[config.mk]
export PLATFORM = sky130hd
export DESIGN_NAME = regdecr_valrdy_pipe
export DESIGN_NICKNAME = d
export VERILOG_FILES = /design/src/rtl/regdecr_valrdy_pipe.sv
export SDC_FILE = /design/constraint.sdc
export NUM_CORES = 1
export LEC_CHECK = 0
export BUFFER_PORTS_ARGS = -buffer_cell sky130_fd_sc_hd__buf_4
export CORE_MARGIN = 10
export CORE_UTILIZATION = 30
export CTS_CLUSTER_SIZE = 10
export DETAILED_ROUTE_END_ITERATION = 10
export PLACE_DENSITY = 0.51
export SYNTH_ARGS = -nofsm -noshare
export SYNTH_HDL_FRONTEND = slang
export SYNTH_SLANG_ARGS = --single-unit
[constraint.sdc]
create_clock -name clk -period 5.01 [get_ports clk]
set_input_delay 1.002 -clock clk [delete_from_list [all_inputs] [get_ports clk]]
set_output_delay 1.002 -clock clk [all_outputs]
set_load 0.02 [all_outputs]
[src/rtl/regdecr_valrdy_pipe.sv]
// regdecr_valrdy_pipe
//
// Elastic pipelined registered decrementer with val/rdy handshakes on both
// sides. It is the return-path partner of the registered incrementer: the
// stages store the raw incoming message, and the decrement is applied on
// the way out of the last stage. This restores the value the incrementer
// started from.
//
// Each stage is a valid bit plus a data word. A stage can take a new
// message when it is empty or when its own content is leaving in the same
// cycle. Because of this, messages move up into empty slots while the
// output is stalled, and the pipeline still accepts one message per cycle
// when out_rdy stays high.
//
// Parameters:
//   p_nbits    - message width in bits
//   p_nstages  - number of pipeline register stages (1..4)
//   p_decr_amt - constant subtracted from each message
//
// Ports:
//   clk       - clock, all state updates on posedge
//   reset     - synchronous active-high reset
//   in_val    - upstream message valid
//   in_rdy    - block can accept a message this cycle
//   in_msg    - upstream message
//   out_val   - downstream message valid
//   out_rdy   - downstream can accept
//   out_msg   - decremented message (0 when out_val is low)
//   occupancy - number of messages currently held
//
// Optional feature:
//   REGDECR_VALRDY_PIPE_SAT_EN - when defined, the subtraction saturates
//   at zero instead of wrapping modulo 2^p_nbits.

module regdecr_valrdy_pipe #(
    parameter int p_nbits    = 8,
    parameter int p_nstages  = 2,
    parameter int p_decr_amt = 1
) (
    input  logic                             clk,
    input  logic                             reset,
    input  logic                             in_val,
    output logic                             in_rdy,
    input  logic [p_nbits-1:0]               in_msg,
    output logic                             out_val,
    input  logic                             out_rdy,
    output logic [p_nbits-1:0]               out_msg,
    output logic [$clog2(p_nstages+1)-1:0]   occupancy
);

    localparam int OCC_W = $clog2(p_nstages + 1);
    localparam logic [p_nbits-1:0] DECR    = p_nbits'(p_decr_amt);
    localparam logic [OCC_W-1:0]   OCC_ONE = OCC_W'(1);

    logic [p_nstages-1:0] stage_val;
    logic [p_nbits-1:0]   stage_data [p_nstages];

    // stage_rdy[k]: stage k may load this cycle because it is empty or its
    // content moves on. The last stage moves on out_rdy.
    logic [p_nstages-1:0] stage_rdy;

    // What each stage would load: the previous stage's content, or the
    // input port for stage 0.
    logic [p_nstages-1:0] nxt_val;
    logic [p_nbits-1:0]   nxt_data [p_nstages];

    logic                 in_fire;
    logic                 out_fire;
    logic [p_nbits-1:0]   last_data;

    // The ready chain runs backwards from out_rdy. A local running "go"
    // flag carries the chain, so the vector never reads its own bits.
    always_comb begin : ready_chain
        logic go;
        go        = out_rdy;
        stage_rdy = '0;
        for (int k = p_nstages - 1; k >= 0; k--) begin
            stage_rdy[k] = !stage_val[k] || go;
            go           = stage_rdy[k];
        end
    end

    // Forward feed: each stage looks at its predecessor, and stage 0 looks at
    // the input port.
    always_comb begin : feed_chain
        logic               prev_val;
        logic [p_nbits-1:0] prev_data;
        prev_val  = in_val;
        prev_data = in_msg;
        nxt_val   = '0;
        for (int k = 0; k < p_nstages; k++) begin
            nxt_val[k]  = prev_val;
            nxt_data[k] = prev_data;
            prev_val    = stage_val[k];
            prev_data   = stage_data[k];
        end
    end

    // Reset holds in_rdy low so nothing is accepted during the reset cycle.
    assign in_rdy    = !reset && stage_rdy[0];
    assign in_fire   = in_val && in_rdy;
    assign out_val   = stage_val[p_nstages-1];
    assign out_fire  = out_val && out_rdy;
    assign last_data = stage_data[p_nstages-1];

    // Stage registers. A stage that is ready takes whatever its feed offers.
    // When the feed is empty, the stage becomes empty too. Data is loaded
    // only alongside a valid message, so idle stages keep their old word.
    always_ff @(posedge clk) begin
        if (reset) begin
            stage_val <= '0;
            for (int k = 0; k < p_nstages; k++) begin
                stage_data[k] <= '0;
            end
        end else begin
            for (int k = 0; k < p_nstages; k++) begin
                if (stage_rdy[k]) begin
                    stage_val[k] <= nxt_val[k];
                    if (nxt_val[k]) begin
                        stage_data[k] <= nxt_data[k];
                    end
                end
            end
        end
    end

    // Occupancy counts handshakes rather than valid bits. It moves only when
    // exactly one side transfers.
    always_ff @(posedge clk) begin
        if (reset) begin
            occupancy <= '0;
        end else begin
            case ({in_fire, out_fire})
                2'b10:   occupancy <= occupancy + OCC_ONE;
                2'b01:   occupancy <= occupancy - OCC_ONE;
                default: occupancy <= occupancy;
            endcase
        end
    end

    // Output subtraction on the last stage. The output is forced to zero
    // while nothing is valid.
    always_comb begin
        out_msg = '0;
        if (out_val) begin
`ifdef REGDECR_VALRDY_PIPE_SAT_EN
            if (last_data < DECR) begin
                out_msg = '0;
            end else begin
                out_msg = last_data - DECR;
            end
`else
            out_msg = last_data - DECR;
`endif
        end
    end

endmodule

# Word level (Yosys, flattened, before mapping)
# Memory sizes are Yosys's and may differ from the RTL's.
# Index checks and enable logic that the tools add are counted.
# classes
n_addsub	3
multipliers	0
n_div	0
n_lt_le_gt_ge	0
n_eq_ne	2
shift	0
n_mux	14
bitwise_logic	2
reduce_logical	9
# ops
operator	count
two-way mux 8 bit	3
two-way mux 1 bit	10
subtractor 8 x 1 -> 8 bit, second input constant	1
case mux 2 bit (2 select lines)	1
logical AND 1 bit	3
logical NOT 1 bit	3
adder 2 x 1 -> 2 bit, second input constant	1
equality test 2 x 1 -> 1 bit, second input constant	1
equality test 2 bit, second input constant	1
logical OR 1 bit	2
bitwise OR 1 bit	2
nonzero test 2 bit	1
subtractor 2 x 1 -> 2 bit, second input constant	1
# totals
regBits	4
latchBits	0
ram_bits	16
romBits	0
input_bits	12
output_inout_bits	12
word_cells	34
n_memories	1
# mem_list
name	words	word_bits	rd	rd_ports_with_merged_regs	wr	line	text
stage_data	2	8	2	0	2	56	logic [p_nbits-1:0] stage_data [p_nstages];

# Logic depth before layout (Yosys ltp)
# depth
word_depth	7
ltp_mapped	7
ltp_nobuf	7

# Least setup slack after synthesis
# Ideal clock, no wire load.
# synth_path
path_kind	register -> output
start	memory stage_data[1][0] (netlist: stage_data[0][8])
end	output port out_msg[5]
arrival_ps	1632
t_required_ps	4008
path_slack_ps	2376
path_stages_with_launch	4
path_buffers	0
path_cell_list	edfxtp_1 or4_4 or3_1 a21boi_1
# synth_rtl
item	line	text
from (decl)	56	
to (decl)	47	output logic [p_nbits-1:0] out_msg,

==> impl_metrics.ini <==
[synth]
synth_area_sq_um = 977
yosys.area_share.xor_xnor = 0.0359
avgSynthCellArea_sq_um = 11.4
yosysSeqAreaShare = 0.574
synth_top_family_by_area = simple AND/OR/NAND/NOR gates
synth-seq-cells = 20
ys_types = 27
synth_nets = 100
synth_cells = 86
synth-simple-area-share = 0.251
ys_warn_count = 0
synth.area.mux_share = 0.0205
yosys.area_share.adder = 0.0256
synth-compound-area-share = 0.0666

[place]
gp_congestion = 0.795
placement.io_buffers = 23
dp_hpwl_mm = 1.30
place_ws_ns = 2.36

[floorplanning]
die_area_sq_um = 5940
dieWidth_um = 77.1
initial_core_util = 0.317
core_sq_um = 3080
boundaryPins = 24
die_y_um = 77.1
rows = 20

[hold_path]
whs_path_depth = 2
hold_end = occupancy[1]$_SDFFE_PP0P_
hp-class = reg2reg
worstHoldStart = occupancy[1]$_SDFFE_PP0P_

[timing]
finalHoldViolCount = 0
period_minus_slack_ns = 2.93
worst_slew_pin_slew_ns = 0.715
finalCritPeriodShare = 0.585
finalSetupViolCount = 0
max_freq_mhz = 341
finalWorstSetupSlack_ns = 2.08
maxSlewHeadroom = 0.522
slew_violations = 0
grt_setup_unrepaired = no
timing.setup.tns_ns = 0
skew_ns = 0.00559

[power_and_ir_drop]
irDropWorstVdd_mv = 0.106
swShare = 0.240
power.net_switching_w = 0.0000791
power.leakage_nw = 0.520
seq_power_share = 0.610
power_frac_comb = 0.159
power_frac_clock = 0.231
p_int_w = 0.000251
p_per_area_nw_per_um2 = 271

[worst_setup_path]
endpoint_kind = output port
path_class = reg2out
reg2reg_slack_ns = 3.19
r2r-end = occupancy[1]$_SDFFE_PP0P_
crit_path_start_kind = flip-flop
cp.arrival_ns = 1.93
reg2regPathDepth = 6
worstPathMaxFanout = 5
required_ns = 4.01
timing.rr.start = stage_val[1]$_SDFFE_PP0P_

[cts]
cts-resized-gates = 0
post_cts_buffers = 0
clk_latency_ns = 0.29
cts.sinks = 20
cts_buffers = 3
cts_tree = built
clk_path_buf_depth = 2
hold_buffers = 0
cts-htree-levels = 1
clockRootBuffer = clkbuf_4
clkSlewWorstSetupHoldPaths_ns = 0.11

[global_routing]
antenna_found_initial = 0
gr-total-overflow = 0
grt_start_max_net_pins = 17
track_usage = 0.0531
grt_first_pass_wirelength_mm = 2.66
grt_pass1_vias = 601

[run_status]
status = complete, no violations

[finish]
fin_nets = 125
layout-drive-gt1-share = 0.264
num_antenna_cells = 0
synthToLayoutAreaGrowth_pct = 24.8
fillers = 321

[detailed_routing]
vias_per_cell = 4.10
wl_per_cell_um = 10.5
drt_iter0_drc = 6
routed_wl_mm = 1.61
ant_nets = 0
route.detailed.drc = 0
vias = 631
firstDrtPassIters = 4

[run]
cap_violations = 0
==> power groups by stage <==
| stage | logic [W] | registers [W] | clock network, W |
|---|---|---|---|
| after floorplan | 0.0000323 | 0.000205 | 0 |
| after global placement | 0.0000530 | 0.000205 | 0 |
| after detailed placement | 0.0000536 | 0.000206 | 0 |
| after CTS | 0.0000539 | 0.000202 | 0.0000798 |
| after global routing | 0.0000588 | 0.000203 | 0.0000856 |
| final | 0.0000526 | 0.000201 | 0.0000762 |
==> routing by layer <==
metal / GRT usage / vias up / wire length (um)
met2: 0.0734 / 16 / 695
met5: 0 / - / 0
met3: 0.0221 / 2 / 104
met4: 0.0219 / 0 / 8
li1: - / 340 / -
met1: 0.0703 / 273 / 804
==> worst max-delay path: stages, from the launching register on <==
cell	delay [ns]
edfxtp_1	0.46
or4_4	0.56
or3_1	0.31
a21boi_1	0.15
buf_4	0.16
==> sequential cells by signal, summed over array words and instances (netlist names) <==
signal / flops
occupancy: 2
stage_val: 2
stage_data: 16
==> through the flow <==
step	instance area [sq um]	util	hold slack, ns	cells	power, W
2_1_floorplan	977	-	0.456	86	0.000238
3_3_place_gp	1190	0.388	0.473	150	0.000258
3_5_place_dp	1190	0.388	0.485	150	0.000259
4_1_cts	1220	0.396	0.504	154	0.000335
5_1_grt	1220	0.396	0.525	154	0.000348
6_report	1220	0.396	0.497	154	0.000330
==> placed cells by master, fill, tap and decap left out, types with 2 or more instances in the layout <==
cell type  Yosys  routed
inv_1          4       4
edfxtp_1      16      16
o21bai_1       2       2
clkbuf_4       0       3
buf_4          0      23
ha_1           2       2
or3_1          2       2
nor2_1         6       6
nand2b_1       2       2
mux2i_1        2       2
and2_1        19      19
nor2b_1        2       2
nand2_1        5       5
xor2_1         3       3
dfxtp_1        4       4
o21ai_0        2       2
==> how the worst max path moves through the flow <==
stage / start / endpoint
floorplan: stage_data[0][8]$_SDFFCE_PN0P_ / out_msg[5]
global placement: out_rdy / in_rdy
detailed placement: out_rdy / in_rdy
CTS: stage_data[0][8]$_SDFFCE_PN0P_ / out_msg[5]
global route: stage_data[0][8]$_SDFFCE_PN0P_ / out_msg[5]
finish: stage_data[0][8]$_SDFFCE_PN0P_ / out_msg[5]
==> cells by family (layout without fill, tap and decap cells) <==
group | Yosys count | count (layout)
AO/OA/AOI/OAI | 9 | 9
XOR/XNOR | 4 | 4
adder cells (fa/ha/maj) | 2 | 2
buffers and inverters | 7 | 31
flip-flops | 20 | 20
multiplexers | 2 | 2
AND/OR/NAND/NOR | 42 | 42
==> cell type report <==
type / count / area (sq um) / share of cell area
Timing Repair Buffer: 23 / 173 / 0.142
Tap cell: 44 / 55.1 / 0.0451
Inverter: 4 / 15.0 / 0.0123
Sequential cell: 20 / 561 / 0.459
Clock buffer: 4 / 26.3 / 0.0215
Multi-Input combinational cell: 59 / 390 / 0.320
==> cells in the mapped netlist, drive strengths merged <==
master | count | area share
and2b | 1 | 0.0090
nor2 | 6 | 0.023
mux2i | 2 | 0.020
nor3b | 1 | 0.0077
nor3 | 1 | 0.0051
o21ai | 2 | 0.010
ha | 2 | 0.026
and2 | 19 | 0.12
or4 | 1 | 0.012
a21boi | 2 | 0.015
edfxtp | 16 | 0.49
and3b | 1 | 0.0090
nor2b | 2 | 0.013
clkbuf | 3 | 0.012
xor2 | 3 | 0.027
inv | 4 | 0.015
nor4 | 1 | 0.0064
o21bai | 2 | 0.015
dfxtp | 4 | 0.082
a211oi | 1 | 0.013
nand2b | 2 | 0.013
nand2 | 5 | 0.019
o31ai | 1 | 0.0077
a21oi | 1 | 0.0051
xnor2 | 1 | 0.0090
or3 | 2 | 0.013
(Power assumes the default switching activity.)
